File: src/rtl/ysyx_23060180_lsu.sv
`default_nettype none
// ============================================================================
// Module   : ysyx_23060180_lsu
// Purpose  : Single-outstanding load/store unit. It handles byte, halfword and
//            word accesses to a variable-latency data memory port. Define
//            LSU_TIMEOUT_EN to add a watchdog on the REQ/WAIT phase.
// Revision : 1.0 - initial release
// ============================================================================
module ysyx_23060180_lsu #(
    parameter int TIMEOUT_CYCLES = 16,
    parameter int TO_CNT_W       = 5
) (
    input  logic        clk,
    input  logic        rst,
    input  logic        req_valid,
    output logic        req_ready,
    input  logic        req_we,
    input  logic [2:0]  req_func3,
    input  logic [31:0] req_addr,
    input  logic [31:0] req_wdata,
    input  logic [4:0]  req_rd,
    output logic        dmem_req,
    output logic        dmem_we,
    output logic [31:0] dmem_addr,
    output logic [31:0] dmem_wdata,
    output logic [3:0]  dmem_wmask,
    input  logic        dmem_gnt,
    input  logic        dmem_rvalid,
    input  logic [31:0] dmem_rdata,
    output logic        resp_valid,
    output logic [31:0] resp_rdata,
    output logic [4:0]  resp_rd,
    output logic        resp_err
);

    localparam logic [1:0] c_ST_IDLE = 2'd0;
    localparam logic [1:0] c_ST_REQ  = 2'd1;
    localparam logic [1:0] c_ST_WAIT = 2'd2;
    localparam logic [1:0] c_ST_RESP = 2'd3;

    if (TIMEOUT_CYCLES < 1 || TO_CNT_W < $clog2(TIMEOUT_CYCLES + 1)) begin : g_bad_params
        $error("TO_CNT_W too narrow for TIMEOUT_CYCLES");
    end

    logic [1:0]  r_state;
    logic        r_we;
    logic [2:0]  r_func3;
    logic [31:0] r_addr;
    logic [31:0] r_wdata;
    logic [4:0]  r_rd;
    logic [31:0] r_resp_rdata;
    logic [4:0]  r_resp_rd;
    logic        r_resp_err;

    logic        w_func_ok;
    logic        w_align_ok;
    logic        w_legal;
    logic [1:0]  w_off;
    logic [31:0] w_st_data;
    logic [3:0]  w_st_mask;
    logic [31:0] w_shifted;
    logic [31:0] w_ld_data;
    logic        w_in_req;
    logic        w_in_st;
    logic        w_timeout;

    // Legality is decided on the raw request so errors skip the memory port.
    always_comb begin
        w_func_ok  = 1'b0;
        w_align_ok = 1'b1;
        if (req_we) begin
            w_func_ok = (req_func3 == 3'd0) || (req_func3 == 3'd1) || (req_func3 == 3'd2);
        end else begin
            case (req_func3)
                3'd0, 3'd1, 3'd2, 3'd4, 3'd5: w_func_ok = 1'b1;
                default:                      w_func_ok = 1'b0;
            endcase
        end
        case (req_func3[1:0])
            2'b01:   w_align_ok = ~req_addr[0];
            2'b10:   w_align_ok = (req_addr[1:0] == 2'b00);
            default: w_align_ok = 1'b1;
        endcase
        w_legal = w_func_ok & w_align_ok;
    end

    assign w_off = r_addr[1:0];

    always_comb begin
        w_st_data = r_wdata;
        w_st_mask = 4'hF;
        case (r_func3[1:0])
            2'b00: begin
                w_st_data = {4{r_wdata[7:0]}};
                w_st_mask = 4'b0001 << w_off;
            end
            2'b01: begin
                w_st_data = {2{r_wdata[15:0]}};
                w_st_mask = 4'b0011 << w_off;
            end
            default: begin
                w_st_data = r_wdata;
                w_st_mask = 4'hF;
            end
        endcase
    end

    assign w_shifted = dmem_rdata >> {w_off, 3'b000};

    always_comb begin
        case (r_func3)
            3'b000:  w_ld_data = {{24{w_shifted[7]}}, w_shifted[7:0]};
            3'b001:  w_ld_data = {{16{w_shifted[15]}}, w_shifted[15:0]};
            3'b100:  w_ld_data = {24'h0, w_shifted[7:0]};
            3'b101:  w_ld_data = {16'h0, w_shifted[15:0]};
            default: w_ld_data = w_shifted;
        endcase
    end

`ifdef LSU_TIMEOUT_EN
    localparam logic [TO_CNT_W-1:0] c_TO_LAST = TO_CNT_W'(TIMEOUT_CYCLES - 1);
    logic [TO_CNT_W-1:0] r_to_cnt;

    always_ff @(posedge clk) begin
        if (rst) begin
            r_to_cnt <= '0;
        end else if (req_valid && req_ready) begin
            r_to_cnt <= '0;
        end else if (r_state == c_ST_REQ || r_state == c_ST_WAIT) begin
            r_to_cnt <= r_to_cnt + 1'b1;
        end
    end

    // Fires on the last allowed REQ/WAIT cycle; completion is checked first.
    assign w_timeout = (r_state == c_ST_REQ || r_state == c_ST_WAIT) && (r_to_cnt == c_TO_LAST);
`else
    assign w_timeout = 1'b0;
`endif

    always_ff @(posedge clk) begin
        if (rst) begin
            r_state      <= c_ST_IDLE;
            r_we         <= 1'b0;
            r_func3      <= 3'd0;
            r_addr       <= 32'h0;
            r_wdata      <= 32'h0;
            r_rd         <= 5'd0;
            r_resp_rdata <= 32'h0;
            r_resp_rd    <= 5'd0;
            r_resp_err   <= 1'b0;
        end else begin
            case (r_state)
                c_ST_IDLE: begin
                    if (req_valid) begin
                        r_we    <= req_we;
                        r_func3 <= req_func3;
                        r_addr  <= req_addr;
                        r_wdata <= req_wdata;
                        r_rd    <= req_rd;
                        if (w_legal) begin
                            r_state <= c_ST_REQ;
                        end else begin
                            r_state      <= c_ST_RESP;
                            r_resp_rdata <= 32'h0;
                            r_resp_rd    <= 5'd0;
                            r_resp_err   <= 1'b1;
                        end
                    end
                end
                c_ST_REQ: begin
                    if (dmem_gnt) begin
                        if (r_we) begin
                            r_state      <= c_ST_RESP;
                            r_resp_rdata <= 32'h0;
                            r_resp_rd    <= 5'd0;
                            r_resp_err   <= 1'b0;
                        end else begin
                            r_state <= c_ST_WAIT;
                        end
                    end else if (w_timeout) begin
                        r_state      <= c_ST_RESP;
                        r_resp_rdata <= 32'h0;
                        r_resp_rd    <= 5'd0;
                        r_resp_err   <= 1'b1;
                    end
                end
                c_ST_WAIT: begin
                    if (dmem_rvalid) begin
                        r_state      <= c_ST_RESP;
                        r_resp_rdata <= w_ld_data;
                        r_resp_rd    <= r_rd;
                        r_resp_err   <= 1'b0;
                    end else if (w_timeout) begin
                        r_state      <= c_ST_RESP;
                        r_resp_rdata <= 32'h0;
                        r_resp_rd    <= 5'd0;
                        r_resp_err   <= 1'b1;
                    end
                end
                default: begin
                    r_state <= c_ST_IDLE;
                end
            endcase
        end
    end

    assign w_in_req   = (r_state == c_ST_REQ);
    assign w_in_st    = w_in_req & r_we;
    assign req_ready  = (r_state == c_ST_IDLE);
    assign dmem_req   = w_in_req;
    assign dmem_we    = w_in_st;
    assign dmem_addr  = w_in_req ? {r_addr[31:2], 2'b00} : 32'h0;
    assign dmem_wdata = w_in_st ? w_st_data : 32'h0;
    assign dmem_wmask = w_in_st ? w_st_mask : 4'h0;
    assign resp_valid = (r_state == c_ST_RESP);
    assign resp_rdata = r_resp_rdata;
    assign resp_rd    = r_resp_rd;
    assign resp_err   = r_resp_err;

endmodule
`default_nettype wire

File: config.mk
export PLATFORM = sky130hd
export DESIGN_NAME = ysyx_23060180_lsu
export DESIGN_NICKNAME = d
export VERILOG_FILES = /design/src/rtl/ysyx_23060180_lsu.sv
export SDC_FILE = /design/constraint.sdc
export NUM_CORES = 1
export LEC_CHECK = 0
export BUFFER_PORTS_ARGS = -buffer_cell sky130_fd_sc_hd__buf_4
export CAP_MARGIN = 20
export CORE_UTILIZATION = 44
export DETAILED_ROUTE_END_ITERATION = 12
export MAX_ROUTING_LAYER = met4
export PLACE_DENSITY = 0.86
export SLEW_MARGIN = 25
export SYNTH_ARGS = -nofsm -noshare
export SYNTH_HDL_FRONTEND = slang
export SYNTH_SLANG_ARGS = --single-unit
File: constraint.sdc
create_clock -name clk -period 1.9 [get_ports clk]
set_clock_uncertainty 0.05 [all_clocks]
set_input_delay 0.285 -clock clk [delete_from_list [all_inputs] [get_ports clk]]
set_output_delay 0.285 -clock clk [all_outputs]
set_load 0.05 [all_outputs]
==> results of run 1 <==
## cell families after synthesis
| logic type | after synthesis | synth area share |
|---|---|---|
| xor+xnor | 1 | 0.00155 |
| flops | 113 | 0.401 |
| buf+inv | 77 | 0.0554 |
| other cells | 1 | 0.000664 |
| mux | 40 | 0.0712 |
| compound gates | 175 | 0.188 |
| simple gates | 336 | 0.264 |
| fa+ha+maj | 8 | 0.0177 |
## Yosys cell counts (2+ instances only)
cell      instances
a211oi_1          8
a21oi_1         130
and2_1           31
and3_1            9
buf_1             8
buf_2            13
buf_4             2
clkbuf_1         42
clkinv_1          2
dfxtp_1         113
ha_1              8
inv_1            10
mux2i_1          39
nand2_1         210
nand2b_1          3
nand3_1           6
nand3b_1         15
nand4_1          16
nor2_1           40
o21ai_0          10
o31ai_1           8
o41ai_2           7
## area by class of cell
class	instances	area, sq um
sequential	113	2280
timing repair buffer	276	2540
fill	916	3210
clock buffer	20	457
inverter	12	52.6
tap	172	215
multi-input combinational	562	3650
clock inverter	11	161
## timing repair
item	in CTS	in global routing
gates cloned	2	7
pin swaps	12	16
setup buffers	7	6
setup endpoints to repair	71	104
gates resized for setup	83	52
hold buffers	0	0
## worst max-delay path by stage
stage	startpoint	to	slack, ns	cells after the start
after floorplan	r_addr[0]	dmem_wmask[3]	-0.07	5
after global placement	req_func3[0]	resp_rdata[3]	0.003	9
after detailed placement	req_func3[1]	resp_rdata[2]	-0.05	10
after CTS	r_func3[0]	dmem_wdata[27]	-0.05	6
after global routing	r_state[1]	resp_rdata[8]	-0.11	8
final	r_func3[0]	dmem_wdata[30]	-0.04	6
## registers in the layout, summed over array words and instances, names as in the netlist
signal,flops
r_we,1
r_func3,3
r_rd,5
resp_err,1
r_state,2
resp_rd,5
resp_rdata,32
r_wdata,32
r_addr,32
## tightest hold or removal path: stages
cell and delay [ns]:
buf_4 0.11, nand2_1 0.04, a21oi_1 0.05
## stage by stage
step / hold slack (ns) / cell area, sq um / setup TNS [ns] / cells / utilization
2_1_floorplan: 0.371 / 5990 / -0.530 / 752 / -
3_3_place_gp: 0.387 / 7950 / 0 / 1115 / 0.633
3_5_place_dp: 0.393 / 7950 / -0.711 / 1115 / 0.633
4_1_cts: 0.0521 / 8960 / -1.04 / 1155 / 0.713
5_1_grt: 0.0577 / 9350 / -3.73 / 1166 / 0.744
6_report: 0.0627 / 9350 / -0.529 / 1166 / 0.744
## placed cells by master, fill, tap and decap left out, types with 6 or more instances in the layout
cell type and count:
and2_1 10, buf_4 211, inv_1 6, a21oi_1 105
a211oi_1 8, dfxtp_1 108, nand2_1 205, and3_1 6
nor2_4 19, mux2i_1 32, o31ai_1 7, o21ai_0 9
nor2_1 18, a21oi_4 12, clkbuf_16 21, buf_6 33
a21oi_2 13, nand4_1 16, buf_12 10, buf_8 17
and2_2 20, clkinv_2 6, nand3b_1 15
## per-layer routing
metal	track usage	vias to the layer above
li1	-	3018
met1	0.347	3034
met2	0.486	314
met3	0.0606	74
met4	0.139	0
met5	-	-
## power by group through the flow
stage	registers [uW]	logic (uW)	clock network (uW)
2_1_floorplan	3370	2750	0
3_3_place_gp	3080	4450	0
3_5_place_dp	3100	4510	0
4_1_cts	3090	4770	3380
5_1_grt	3140	6090	3490
6_report	3100	5780	3370
==> impl_metrics.csv, run 1 <==
group,metric,value,unit
yosys,synth-seq-area-share,0.401,
floorplan,coreArea,12600,sq um
drt,drt_iter0_markers,548,
drt,wl_met2,10.2,mm
power,clkPwrFrac,0.275,
setup_path,crit_slowest_cell,"dfxtp_4",
place,preCtsSetupSlack,-0.0469,ns
floorplan,fp-row-count,41,
status,run_status,"complete, but fails checks",
timing,rsz0062_at_grt,"yes",
yosys,yosys.area.top_type_share,0.401,
place,place_hpwl,12.9,mm
power,power.switching,4930,uW
setup_path,path_class,"reg2out",
floorplan,io_pins,220,
yosys,ys_async_sr_fraction,0,
drt,num_vias,6440,
final_layout,nets,1100,
power,power_density,1310,nW/um^2
yosys,synth_area,5640,sq um
clock_tree,cts-root-buf,"clkbuf_16",
drt,ant_nets,0,
yosys,syn_avg_cell_area,7.52,sq um
clock_tree,tritoncts,"built",
timing,setup_viol,24,
clock_tree,cts_max_level,4,
setup_path,start_kind,"register",
job,maxCapViolations,0,
setup_path,arrival,1.60,ns
yosys,synthDistinctLibCells,43,
grt,grt_antenna_before_repair,0,
clock_tree,numCtsBuffers,17,
place,gp_congestion,0.877,
grt,grt-ovfl-total,0,
final_layout,num_antenna_cells,0,
power,vdd_drop_max,0.000616,V
power,p_int,7320,uW
timing,fin_crit_sh,1.02,
hold_path,hold_class,"in2reg",
yosys,synth_edf_count,0,
floorplan,die_area,13300,sq um
hold_path,min_to,"r_wdata[28]",
floorplan,die_x,115,um
clock_tree,cts.path.max_buffers,2,
setup_path,path_buf_inv,2,
grt,grtUsageTotal,0.296,
setup_path,reg2reg_from,"r_state[1]",
power,pwr-share-comb,0.472,
setup_path,path_max_fanout,5,
status,violations,"setup timing",
timing,worst_pin_slew,0.572,ns
drt,wl_met1,7.96,mm
timing,drv_slew,0,
power,pwr-share-seq,0.253,
clock_tree,clkTransAtPathRegs,0.06,ns
hold_path,holdCritStartpoint,"req_wdata[28]",
clock_tree,clk-insertion-delay-late,0.41,ns
drt,wl_met3,1.31,mm
setup_path,slowest_delay,0.39,ns
setup_path,cp-end-kind,"output port",
yosys,syn_inst,751,
timing,final_hold_viol_count,0,
yosys,ys_warn_count,0,
timing,slew_headroom,0.618,
timing,period_needed,1.94,ns
timing,worst_slack,-0.0378,ns
drt,wirelength,20.3,mm
drt,first_pass_iters,5,
setup_path,cp_top_family,"flip-flops",
clock_tree,clock-sinks,113,
place,port_buffers,217,
setup_path,path_cells,"buf_8, mux2i_4, nor2_2, a21oi_2, nor2_4, buf_6",
final_layout,layout-drive-gt1-share,0.423,
timing,timing.fmax,0.516,GHz
yosys,yosysTopAreaCell,"dfxtp_1",
grt,grt_max_degree,48,
grt,grt_pass1_vias,5996,
yosys,synth-main-ff-cell,"dfxtp_1",
drt,drc_errors,0,
grt,grt_pass1_wl,29.4,mm
power,power.share.switching,0.402,
yosys,ys_seq_elements,113,
power,leakage,0.00379,uW
final_layout,area_growth,65.7,%
setup_path,crit_required,1.56,ns
drt,dr.max_layer_used,"met4",
setup_path,r2r_end,"resp_rdata[18]",
floorplan,die_h,115,um
yosys,netlist_top_cells_area,"dfxtp_1 40%, nand2_1 14%, a21oi_1 12%",
drt,vias_per_cell,5.52,
setup_path,rr_worst_depth,9,
power,finalPower,12200,uW
setup_path,r2r_slack,-0.01,ns
drt,wl_per_cell,17.4,um
floorplan,initial_core_util,0.449,
hold_path,min_path_cells,3,
No activity file was read; power rests on OpenSTA's default activity.
==> run 2: changes to the inputs <==
Settings changed: PLACE_DENSITY 0.86 to 0.76.
==> run 2 against run 1 <==
Effect of this change: the run still ends with setup timing left; via count decreased by 5.2%; clock-buffer cell count increased by 5; cell count decreased by 1.2%; utilization decreased by 1.7 points; sequential cell count unchanged; combinational power decreased by 12%; clock power decreased by 14%; first-iteration DRC count decreased by 17%; setup slack got worse by 0.058 ns; fmax decreased by 2.9%; design area decreased by 2.3%; power decreased by 9.5%.
==> impl_metrics.csv, run 2 (synthesized netlist as in run 1, its figures left out) <==
group,metric,value,unit
status,run_status,"complete, but fails checks",
status,violations,"setup timing",
place,port_buffers,217,
clock_tree,cts_hold_buf,0,
clock_tree,clk-insertion-delay-late,0.42,ns
power,finalPower,11100,uW
timing,worst_slack,-0.0958,ns
setup_path,crit_slowest_cell,"dfxtp_4",
place,dp.cells,1115,
setup_path,path_class,"reg2out",
timing,tns,-0.998,ns
floorplan,io_pins,220,
power,leakage,0.00372,uW
setup_path,crit_required,1.56,ns
floorplan,die_area,13300,sq um
drt,drt_iter0_markers,453,
grt,grt_pass1_vias,5799,
clock_tree,numCtsBuffers,17,
final_layout,nets,1086,
place,preCtsSetupSlack,-0.0699,ns
drt,num_vias,6105,
setup_path,cp-end-kind,"output port",
timing,period_needed,2.00,ns
setup_path,start_kind,"register",
timing,setup_viol,26,
grt,grt_pass1_wl,28.7,mm
final_layout,layout-drive-gt1-share,0.412,
drt,wirelength,18.7,mm
final_layout,num_antenna_cells,0,
setup_path,path_cells,"clkbuf_16, nor2_4, buf_6, nand2_4, a21oi_4, buf_8",
floorplan,coreArea,12600,sq um
clock_tree,cts-root-buf,"clkbuf_16",
clock_tree,clkTransAtPathRegs,0.05,ns
timing,worst_pin_slew,0.743,ns
timing,timing.fmax,0.501,GHz
power,power_density,1210,nW/um^2
setup_path,slowest_delay,0.36,ns
drt,drc_errors,0,
clock_tree,tritoncts,"built",
setup_path,arrival,1.66,ns
setup_path,path_buf_inv,3,
drt,vias_per_cell,5.30,
drt,ant_nets,0,
hold_path,holdCritStartpoint,"req_wdata[12]",
drt,first_pass_iters,5,
final_layout,layout_common_cells,"198 x nand2_1, 186 x buf_4, 110 x a21oi_1, 107 x dfxtp_1, 49 x buf_6",
place,gp_congestion,0.887,
grt,grtUsageTotal,0.288,
clock_tree,cts.path.max_buffers,2,
hold_path,hold_class,"in2reg",
place,place_hpwl,12.4,mm
floorplan,initial_core_util,0.449,
final_layout,utilization,0.727,
final_layout,area_growth,62.0,%
job,maxCapViolations,0,
clock_tree,cts_max_level,4,
setup_path,path_max_fanout,5,
setup_path,reg2reg_from,"r_state[1]",
grt,grt-ovfl-total,0,
timing,drv_slew,0,
final_layout,layout.cells.most_common,"nand2_1",
setup_path,crit_start,"r_func3[0]",
clock_tree,clock-sinks,113,
grt,grt_antenna_before_repair,0,
grt,grt_max_degree,69,
power,vdd_drop_max,0.000682,V
setup_path,cp_top_family,"buffers and inverters",
final_layout,instances_no_fill,1152,
timing,slew_headroom,0.505,
floorplan,fp-row-count,41,
floorplan,die_h,115,um
timing,rsz0062_at_grt,"yes",
drt,wl_per_cell,16.2,um
timing,final_hold_viol_count,0,
timing,fin_crit_sh,1.05,
floorplan,die_x,115,um
## run 2: changes by cell type in the layout (fill, tap and decap cells not counted), sizes merged
cell | before | now
buf | 272 | 261
bufinv | 4 | 0
clkbuf | 24 | 26
clkinvlp | 2 | 1
## run 2: per-layer routing
layer / vias up / part of all wire / track usage
met5: - / 0 / -
met4: 0 / 0.020 / 0.0918
met3: 29 / 0.067 / 0.0722
met2: 251 / 0.50 / 0.484
met1: 2859 / 0.41 / 0.337
li1: 2966 / - / -
## run 2: metrics by stage
stage	hold slack, ns	cell area, sq um
2_1_floorplan	0.371	5990
3_3_place_gp	0.387	8000
3_5_place_dp	0.393	8000
4_1_cts	0.0501	8890
5_1_grt	0.0593	9140
6_report	0.0549	9140
## run 2: cell type report
type | count | area (sq um)
clock buffers | 25 | 505
clock inverters | 6 | 30.0
fillers | 980 | 3430
inverters | 12 | 51.3
multi-input cells | 562 | 3610
flip-flops and latches | 113 | 2280
well taps | 172 | 215
repair buffers | 262 | 2450
## run 2: worst paths after layout
path,endpoint,slack [ns],depth (start not counted)
setup / recovery,dmem_wdata[11],-0.1,6
hold / removal,r_wdata[12],0.05,3
setup reg to reg,resp_rdata[11],0.09,8
hold reg to reg,r_addr[29],0.40,2
## run 2: report_power, final
group	switching [uW]	leakage [uW]	internal (uW)	total, uW
Sequential	348	0.000926	2790	3140
Combinational	3130	0.00252	1930	5070
Clock	1070	0.000272	1810	2890
## run 2: what timing repair did
action,4_1_cts,5_1_grt
gates cloned,1,1
resized for setup,84,53
pin swaps,9,11
setup buffers,4,1
setup endpoints to repair,87,98
## run 2: worst reg2reg max path, stage by stage (launching register included)
cell and delay, ns:
dfxtp_4 0.35, inv_4 0.04, buf_4 0.13, ha_4 0.17
inv_1 0.11, o221a_4 0.23, o211a_4 0.22, nand3_4 0.13
o31ai_1 0.29
==> run 3: changes to the inputs <==
Settings changed: CORE_ASPECT_RATIO from default to 1.1.
==> run 3 against run 2 <==
Effect of this change: the run still ends with setup timing left; sequential power hardly changed; fmax grew 1.4%; clock-buffer cell count down 6; global-route usage rose by 1.0 points; sequential cell count unchanged; cell count fell by 0.61%; highest routed layer unchanged; first-iteration DRC count grew 1.1%; via count increased by 3.2%.
==> impl_metrics.csv, run 3 (synthesized netlist as in run 1, its figures left out) <==
group,metric,value,unit
setup_path,path_cells,"inv_2, ha_4, buf_12, buf_8, and3_4, buf_8",
grt,grt_util_met1,0.334,
power,power.share.switching,0.398,
timing,timing.fmax,0.508,GHz
setup_path,cp_top_family,"buffers and inverters",
setup_path,cp-end-kind,"output port",
grt,grtUsageTotal,0.298,
setup_path,path_buf_inv,4,
final_layout,num_antenna_cells,0,
grt,grtUsageMet2,0.502,
timing,drv_slew,0,
drt,ant_nets,0,
place,dp.cells,1095,
timing,whs,0.0704,ns
final_layout,nets,1093,
setup_path,reg2reg_from,"r_state[1]",
setup_path,start_kind,"register",
timing,slew_headroom,0.606,
grt,grt_antenna_before_repair,0,
job,maxCapViolations,0,
power,vdd_drop_max,0.000791,V
clock_tree,cts-root-buf,"clkbuf_16",
drt,drc_errors,0,
grt,grt_pass1_vias,5966,
hold_path,hold_class,"in2reg",
floorplan,coreArea,12500,sq um
clock_tree,cts.path.max_buffers,2,
final_layout,nFillCells,884,
clock_tree,cts_hold_buf,0,
power,power.switching,4740,uW
floorplan,io_pins,220,
clock_tree,numCtsBuffers,17,
setup_path,cp-endpoint,"dmem_wdata[5]",
timing,setup_viol,50,
setup_path,r2r_slack,0.10,ns
grt,busiest_layer,"met2",
grt,grtUsageMet3,0.0674,
floorplan,die_h,121,um
status,violations,"setup timing",
clock_tree,clkTransAtPathRegs,0.06,ns
grt,grt_max_degree,53,
setup_path,arrival,1.63,ns
timing,rsz0062_at_grt,"yes",
floorplan,die_area,13300,sq um
drt,vias_per_cell,5.50,
status,run_status,"complete, but fails checks",
grt,grt_pass1_wl,29.5,mm
floorplan,fp-row-count,43,
power,pwr-share-seq,0.261,
timing,worst_pin_slew,0.590,ns
drt,drt_iter0_markers,458,
clock_tree,clock-sinks,113,
floorplan,initial_core_util,0.450,
place,gp_congestion,0.841,
setup_path,crit_required,1.56,ns
power,p_int,7190,uW
grt,grt-ovfl-total,0,
setup_path,slowest_delay,0.32,ns
final_layout,multi_input_area,3630,sq um
drt,wl_per_cell,17.1,um
final_layout,regArea,2280,sq um
clock_tree,cts_max_level,4,
setup_path,cp.depth,6,
drt,first_pass_iters,7,
setup_path,crit_start,"r_state[1]",
timing,worst_slack,-0.0675,ns
timing,fin_crit_sh,1.04,
power,leakage,0.00379,uW
final_layout,area_growth,68.0,%
power,finalPower,11900,uW
final_layout,layout-drive-gt1-share,0.424,
setup_path,path_class,"reg2out",
final_layout,instances_no_fill,1145,
place,place_hpwl,12.3,mm
drt,num_vias,6301,
power,pwr-share-comb,0.452,
setup_path,r2r_end,"resp_rdata[29]",
drt,wirelength,19.6,mm
setup_path,path_max_fanout,5,
floorplan,die_x,110,um
clock_tree,tritoncts,"built",
timing,period_needed,1.97,ns
place,port_buffers,217,
power,power_density,1260,nW/um^2
setup_path,rr_worst_depth,8,
final_layout,layout_common_cells,"206 x nand2_1, 176 x buf_4, 110 x a21oi_1, 108 x dfxtp_1, 42 x buf_6",
power,clkPwrFrac,0.287,
setup_path,cpMostUsedCell,"buf_8",
final_layout,layout.cells.most_common,"nand2_1",
timing,final_hold_viol_count,0,
clock_tree,clk-insertion-delay-late,0.41,ns
setup_path,crit_slowest_cell,"dfxtp_2",
run 3: worst register-to-register path: cells and delay by family, from the launching register on:
family | cells | cell delay (ns)
DFF | 1 | 0.33
buffers and inverters | 4 | 0.47
adders and majority gates | 1 | 0.19
AOI/OAI and AO/OA | 3 | 0.67
run 3: metal layers:
layer | routed length (um) | vias up | part of all wire
li1 | - | 2991 | -
met1 | 7370 | 2961 | 0.38
met2 | 10200 | 296 | 0.52
met3 | 1400 | 53 | 0.071
met4 | 626 | 0 | 0.032
met5 | 0 | - | 0
run 3: per-stage QoR:
stage	setup TNS [ns]	area (sq um)	setup slack, ns	utilization
floorplan	-0.530	5990	-0.0692	-
global placement	0	7890	0.00189	0.629
detailed placement	-0.321	7890	-0.0393	0.629
CTS	-1.68	9210	-0.0759	0.735
global route	-4.20	9480	-0.102	0.756
finish	-1.60	9480	-0.0675	0.756
run 3: worst min path at each step:
| stage | startpoint | to | slack, ns | cells after the start |
|---|---|---|---|---|
| after floorplan | req_addr[10] | r_addr[10] | 0.37 | 2 |
| after global placement | r_addr[2] | r_addr[2] | 0.39 | 2 |
| after detailed placement | r_addr[15] | r_addr[15] | 0.39 | 2 |
| after CTS | req_wdata[28] | r_wdata[28] | 0.06 | 3 |
| after global routing | req_wdata[18] | r_wdata[18] | 0.06 | 3 |
| final | req_wdata[17] | r_wdata[17] | 0.07 | 3 |
run 3: what timing repair did:
action / in CTS / in global routing
setup endpoints to repair: 69 / 103
pin swaps: 16 / 15
setup buffers: 10 / 1
cloned: 4 / 3
resized for setup: 147 / 48
run 3: layout make-up:
| class | count | area share |
|---|---|---|
| flip-flops and latches | 113 | 0.240 |
| inverters | 12 | 0.00528 |
| multi-input cells | 562 | 0.383 |
| well taps | 157 | 0.0207 |
| repair buffers | 269 | 0.284 |
| clock inverters | 13 | 0.0195 |
| clock buffers | 19 | 0.0478 |
run 3: power groups by stage:
stage / combinational (uW) / sequential, uW / clock [uW]
3_3_place_gp: 4420 / 3090 / 0
6_report: 5390 / 3120 / 3430
4_1_cts: 4940 / 3080 / 3460
3_5_place_dp: 4460 / 3100 / 0
2_1_floorplan: 2750 / 3370 / 0
5_1_grt: 5740 / 3160 / 3590
